==> src/rtl/ui_text_pkg.sv <==
// Shared definitions for the UI ASCII-stream interface.
package ui_text_pkg;

  localparam logic [7:0] ASCII_SPACE = 8'h20;
  localparam logic [7:0] ASCII_NUL   = 8'h00;

  typedef enum logic [1:0] {
    ST_IDLE = 2'd0,
    ST_SCAN = 2'd1,
    ST_SEND = 2'd2,
    ST_GAP  = 2'd3
  } sender_state_e;

endpackage

==> src/rtl/ui_text_trim_len.sv <==
// Trimmed length of a packed string: 1 + index of the last non-pad character,
// or 1 when the whole string is padding so the sink still receives one blank.
module ui_text_trim_len
  import ui_text_pkg::*;
#(
  parameter int         MAX_CHARS = 16,
  parameter logic [7:0] PAD_CHAR  = ASCII_SPACE
) (
  input  logic [8*MAX_CHARS-1:0]         string_i,
  output logic [$clog2(MAX_CHARS+1)-1:0] len_o
);
  localparam int LW = $clog2(MAX_CHARS + 1);

  // Later characters override earlier ones, so the last non-pad wins.
  always_comb begin
    len_o = LW'(1);
    for (int i = 0; i < MAX_CHARS; i++) begin
      if (string_i[8*(MAX_CHARS-1-i) +: 8] != PAD_CHAR) begin
        len_o = LW'(i + 1);
      end
    end
  end

endmodule

==> src/rtl/ui_text_sender.sv <==
// Streams a latched, pad-trimmed string byte-by-byte to the LCD text scroller,
// framed by ascii_data_ready and followed by a fixed ready-low gap.
//
//   state | meaning
//   IDLE  | waiting for start; done pulses here after a message
//   SCAN  | trim length computed, first character launched
//   SEND  | remaining characters streamed, one per cycle
//   GAP   | ready held low for GAP_CYCLES so the sink closes its frame
module ui_text_sender
  import ui_text_pkg::*;
#(
  parameter int         MAX_CHARS  = 16,
  parameter int         GAP_CYCLES = 4,
  parameter logic [7:0] PAD_CHAR   = ASCII_SPACE
) (
  input  logic                           clk,
  input  logic                           reset_n,
  input  logic [8*MAX_CHARS-1:0]         string_in,
  input  logic                           start,
  input  logic                           abort,
  output logic [7:0]                     ascii_data,
  output logic                           ascii_data_ready,
  output logic                           busy,
  output logic                           done,
  output logic [$clog2(MAX_CHARS+1)-1:0] msg_len
);
  localparam int LW = $clog2(MAX_CHARS + 1);
  localparam int GW = $clog2(GAP_CYCLES + 1);
  localparam int SW = 8 * MAX_CHARS;

  sender_state_e state_q, state_d;
  logic [SW-1:0] hold_q, hold_d;
  logic [LW-1:0] idx_q, idx_d;
  logic [LW-1:0] msg_len_q, msg_len_d;
  logic [LW-1:0] trim_len;
  logic [GW-1:0] gap_q, gap_d;
  logic [7:0]    data_q, data_d;
  logic          ready_q, ready_d;
  logic          busy_q, busy_d;
  logic          done_q, done_d;

  ui_text_trim_len #(
    .MAX_CHARS(MAX_CHARS),
    .PAD_CHAR (PAD_CHAR)
  ) u_trim (
    .string_i(hold_q),
    .len_o   (trim_len)
  );

  // The holding register shifts left as characters go out, so the next
  // character is always in the top byte.
  always_comb begin
    state_d   = state_q;
    hold_d    = hold_q;
    idx_d     = idx_q;
    msg_len_d = msg_len_q;
    gap_d     = gap_q;
    data_d    = data_q;
    ready_d   = ready_q;
    busy_d    = busy_q;
    done_d    = 1'b0;
    case (state_q)
      ST_IDLE: begin
        if (start) begin
          hold_d  = string_in;
          busy_d  = 1'b1;
          state_d = ST_SCAN;
        end
      end
      ST_SCAN: begin
        msg_len_d = trim_len;
        gap_d     = GW'(GAP_CYCLES - 1);
        if (abort) begin
          state_d = ST_GAP;
        end else begin
          data_d  = hold_q[SW-1 -: 8];
          hold_d  = hold_q << 8;
          ready_d = 1'b1;
          idx_d   = LW'(1);
          state_d = ST_SEND;
        end
      end
      ST_SEND: begin
        gap_d = GW'(GAP_CYCLES - 1);
        if (abort || (idx_q == msg_len_q)) begin
          ready_d = 1'b0;
          data_d  = PAD_CHAR;
          state_d = ST_GAP;
        end else begin
          data_d = hold_q[SW-1 -: 8];
          hold_d = hold_q << 8;
          idx_d  = idx_q + 1'b1;
        end
      end
      ST_GAP: begin
        if (gap_q == '0) begin
          busy_d  = 1'b0;
          done_d  = 1'b1;
          state_d = ST_IDLE;
        end else begin
          gap_d = gap_q - 1'b1;
        end
      end
      default: state_d = ST_IDLE;
    endcase
  end

  always_ff @(posedge clk or negedge reset_n) begin
    if (!reset_n) begin
      state_q   <= ST_IDLE;
      hold_q    <= '0;
      idx_q     <= '0;
      msg_len_q <= '0;
      gap_q     <= '0;
      data_q    <= PAD_CHAR;
      ready_q   <= 1'b0;
      busy_q    <= 1'b0;
      done_q    <= 1'b0;
    end else begin
      state_q   <= state_d;
      hold_q    <= hold_d;
      idx_q     <= idx_d;
      msg_len_q <= msg_len_d;
      gap_q     <= gap_d;
      data_q    <= data_d;
      ready_q   <= ready_d;
      busy_q    <= busy_d;
      done_q    <= done_d;
    end
  end

  assign ascii_data       = data_q;
  assign ascii_data_ready = ready_q;
  assign busy             = busy_q;
  assign done             = done_q;
  assign msg_len          = msg_len_q;

endmodule

==> config.mk <==
export PLATFORM = sky130hd
export DESIGN_NAME = ui_text_sender
export DESIGN_NICKNAME = d
export VERILOG_FILES = /design/src/rtl/ui_text_pkg.sv /design/src/rtl/ui_text_trim_len.sv /design/src/rtl/ui_text_sender.sv
export SDC_FILE = /design/constraint.sdc
export NUM_CORES = 1
export LEC_CHECK = 0
export ABC_AREA = 1
export ABC_CLOCK_PERIOD_IN_PS = 3800
export BUFFER_PORTS_ARGS = -buffer_cell sky130_fd_sc_hd__buf_4
export CORE_UTILIZATION = 35
export CTS_CLUSTER_SIZE = 12
export DETAILED_ROUTE_END_ITERATION = 8
export PLACE_DENSITY_LB_ADDON = 0.15
export SYNTH_ARGS = -nofsm -noshare
export SYNTH_HDL_FRONTEND = slang
export SYNTH_SLANG_ARGS = --single-unit
==> constraint.sdc <==
create_clock -name clk -period 3.8 [get_ports clk]
set_clock_uncertainty 0.15 [all_clocks]
set_input_delay 0.76 -clock clk [delete_from_list [all_inputs] [get_ports clk]]
set_output_delay 0.76 -clock clk [all_outputs]
set_load 0.03 [all_outputs]
==> reports/qor.yml <==
critical_path:
  cp_cell_sequence: "inv_1, ha_4, clkinv_1, nor2_1, inv_1, nand2_1, nand2_1"
  cp-start-kind: "flip-flop"
  path_buf_inv: 3
  critPathCaptureType: "flip-flop"
  path_max_fanout: 17
  crit_required_ns: 3.96
  crit_type: "flip-flop to flip-flop"
  slowest_delay_ns: 0.63
  slowest_stage: "nor2_1"
  crit_cells: 7
  critPathArrivalTime_ns: 2.74
  crit_family: "simple AND/OR/NAND/NOR gates"
  r2r_cells: 7
logic_synthesis:
  synth_top_area_frac: 0.494
  synth_top_cells_by_area: "dfrtp_1 (49%), o211ai_1 (11%), nand2_1 (9.4%), o21ai_0 (8.7%), inv_1 (7.4%)"
  post-synth-top-count-cell: "nand2_1"
  synth_flop_cell: "dfrtp_1"
  ys_types: 31
  synth_edf_count: 0
  synth_nets: 1066
  synthArstFlopShare: 1.00
  ys_top_cells_by_count: "nand2_1 (195), dfrtp_1 (153), inv_1 (153)"
  ys_warn_count: 0
  ys_seq_elements: 154
  synth_area_um2: 7750
  syn_area_per_cell_um2: 8.37
  synth.yosys.seq_area_share: 0.498
  synth_largest_area_cell: "dfrtp_1"
  netlist_instances: 926
worst_hold_path:
  worstHoldPathCells: 2
  hold_class: "flip-flop to flip-flop"
detailed_routing:
  drt_pass1_iterations: 5
  drt_iter0_markers: 356
  routed_wl_um: 20000
  ant_nets: 0
  remaining_drc_errors: 0
  post_drt_wl_per_cell_um: 14.9
  avgViaCountPerCell: 4.88
  via_count: 6534
clock_tree:
  cts_resized: 0
  cts_num_sinks: 154
  clock_latency_ns: 0.42
  cts_setup_buffers: 0
  cts_tree: "yes"
  postCtsHoldBufs: 1
  clk_pin_slew_worst_paths_ns: 0.07
  clock_path_buffers: 2
  cts_made_buffers: 17
  cts_root_buf: "clkbuf_16"
  h-tree-depth: 4
power:
  power_density_nw_per_um2: 1010
  ir_worst_vdd_mv: 1.14
  power_w: 0.00983
  p_leak_nw: 4.64
global_route:
  grt_max_degree: 235
  grt_pass1_vias: 6494
  grt_pass1_wl_um: 32900
  grt_overflow_total: 0
  grt_util_all_layers: 0.188
  antenna_found_initial: 0
floorplanning:
  fp.dieH_um: 151
  rows: 54
  initial_core_util: 0.356
  pin_count: 148
  dieArea_um2: 22700
  core-area_um2: 21800
  die_width_um: 151
final_layout:
  layout.nets: 1187
  fill_cells: 2192
  n_antenna_cell: 0
  syn2layout_area_growth_pct: 25.4
  drive_gt1_frac: 0.184
  layoutNonFillerInstCount: 1340
timing:
  hold_viol: 0
  setup_tns_ns: 0
  tightest_slew_ns: 1.04
  fmax_mhz: 388
  drv_slew: 0
  rsz0062_at_grt: "false"
  setup_viol: 0
  period_needed_ns: 2.58
  maxSlewHeadroom: 0.306
  holdWs_ns: 0.330
  fin_crit_sh: 0.679
placed_design:
  gp_congestion: 0.803
  port_buffers: 147
  hpwlAfterDp_um: 14200
  dp.cells: 1307
status:
  status: "completed"
job:
  cap_viol_max_count: 0
## state kept, by name (all words and copies together) (netlist names)
name,count
hold_q,128
ascii_data,8
idx_q,5
msg_len,5
gap_q,3
state_q,2
ascii_data_ready,1
busy,1
done,1
## layer usage
| metal | up-vias | global-route usage | wire length, um |
|---|---|---|---|
| met5 | - | 0 | 0 |
| met4 | 0 | 0.0620 | 288 |
| met3 | 19 | 0.0340 | 752 |
| met2 | 116 | 0.300 | 9590 |
| met1 | 3081 | 0.256 | 9400 |
| li1 | 3318 | - | - |
## tightest hold or removal path: cells and delay by family (launching register included)
| kind | cells | cell delay [ns] |
|---|---|---|
| flops | 1 | 0.35 |
| simple gates | 2 | 0.10 |
## report_power, final
part	internal (W)	total (W)	switching, W
clock	0.00121	0.00193	0.000716
combinational	0.00176	0.00501	0.00324
sequential	0.00253	0.00290	0.000367
total	0.00551	0.00983	0.00432
## placed cells by master (no fill, tap or decap), types with 3 or more instances in the layout
| master | netlist | routed |
|---|---|---|
| nand3_1 | 22 | 22 |
| nor2_1 | 31 | 31 |
| nand2_1 | 195 | 195 |
| dfrtp_1 | 153 | 153 |
| nor4_1 | 17 | 17 |
| inv_1 | 153 | 153 |
| nand4_1 | 10 | 10 |
| inv_6 | 0 | 3 |
| buf_4 | 1 | 150 |
| nor3_1 | 4 | 4 |
| ha_1 | 8 | 7 |
| bufinv_16 | 0 | 5 |
| buf_12 | 0 | 6 |
| a31oi_1 | 8 | 8 |
| clkbuf_16 | 0 | 17 |
| o211ai_1 | 113 | 113 |
| a21oi_1 | 5 | 5 |
| o21ai_0 | 134 | 134 |
## final cells by class
type | instances | area (um^2) | area share
sequential | 154 | 3850 | 0.397
multi-input combinational | 562 | 3000 | 0.309
timing repair buffer | 158 | 1270 | 0.130
inverter | 154 | 578 | 0.0595
clock buffer | 20 | 457 | 0.0470
tap | 280 | 350 | 0.0361
clock inverter | 12 | 209 | 0.0215
## stage by stage
step                      instance area, um^2  setup WS, ns  utilization
after CTS                                9710          1.20        0.447
final                                    9710          1.22        0.447
after detailed placement                 9040          1.20        0.415
after global routing                     9710         0.891        0.447
after floorplan                          7750          1.85            -
after global placement                   9040          1.24        0.415
## worst paths after layout
check | endpoint | from | slack [ns]
hold reg to reg | ascii_data[0] | ascii_data[0] | 0.33
setup / recovery | ascii_data[2] | state_q[1] | 1.22
max in group asynchronous | hold_q[71] | reset_n | 1.98
min in group asynchronous | done | reset_n | 0.55
setup reg to reg | ascii_data[2] | state_q[1] | 1.22
hold / removal | ascii_data[0] | ascii_data[0] | 0.33
## cell families (layout without fill, tap and decap cells)
family / count (synthesis) / in the layout / share of synthesized area
AND/OR/NAND/NOR: 284 / 284 / 0.155
buffers and inverters: 210 / 344 / 0.117
AO/OA/AOI/OAI: 267 / 267 / 0.214
adder cells (fa/ha/maj): 8 / 8 / 0.0129
XOR/XNOR: 3 / 3 / 0.00339
flip-flops: 154 / 154 / 0.498
Note: power is estimated with default switching activity, not from simulation.
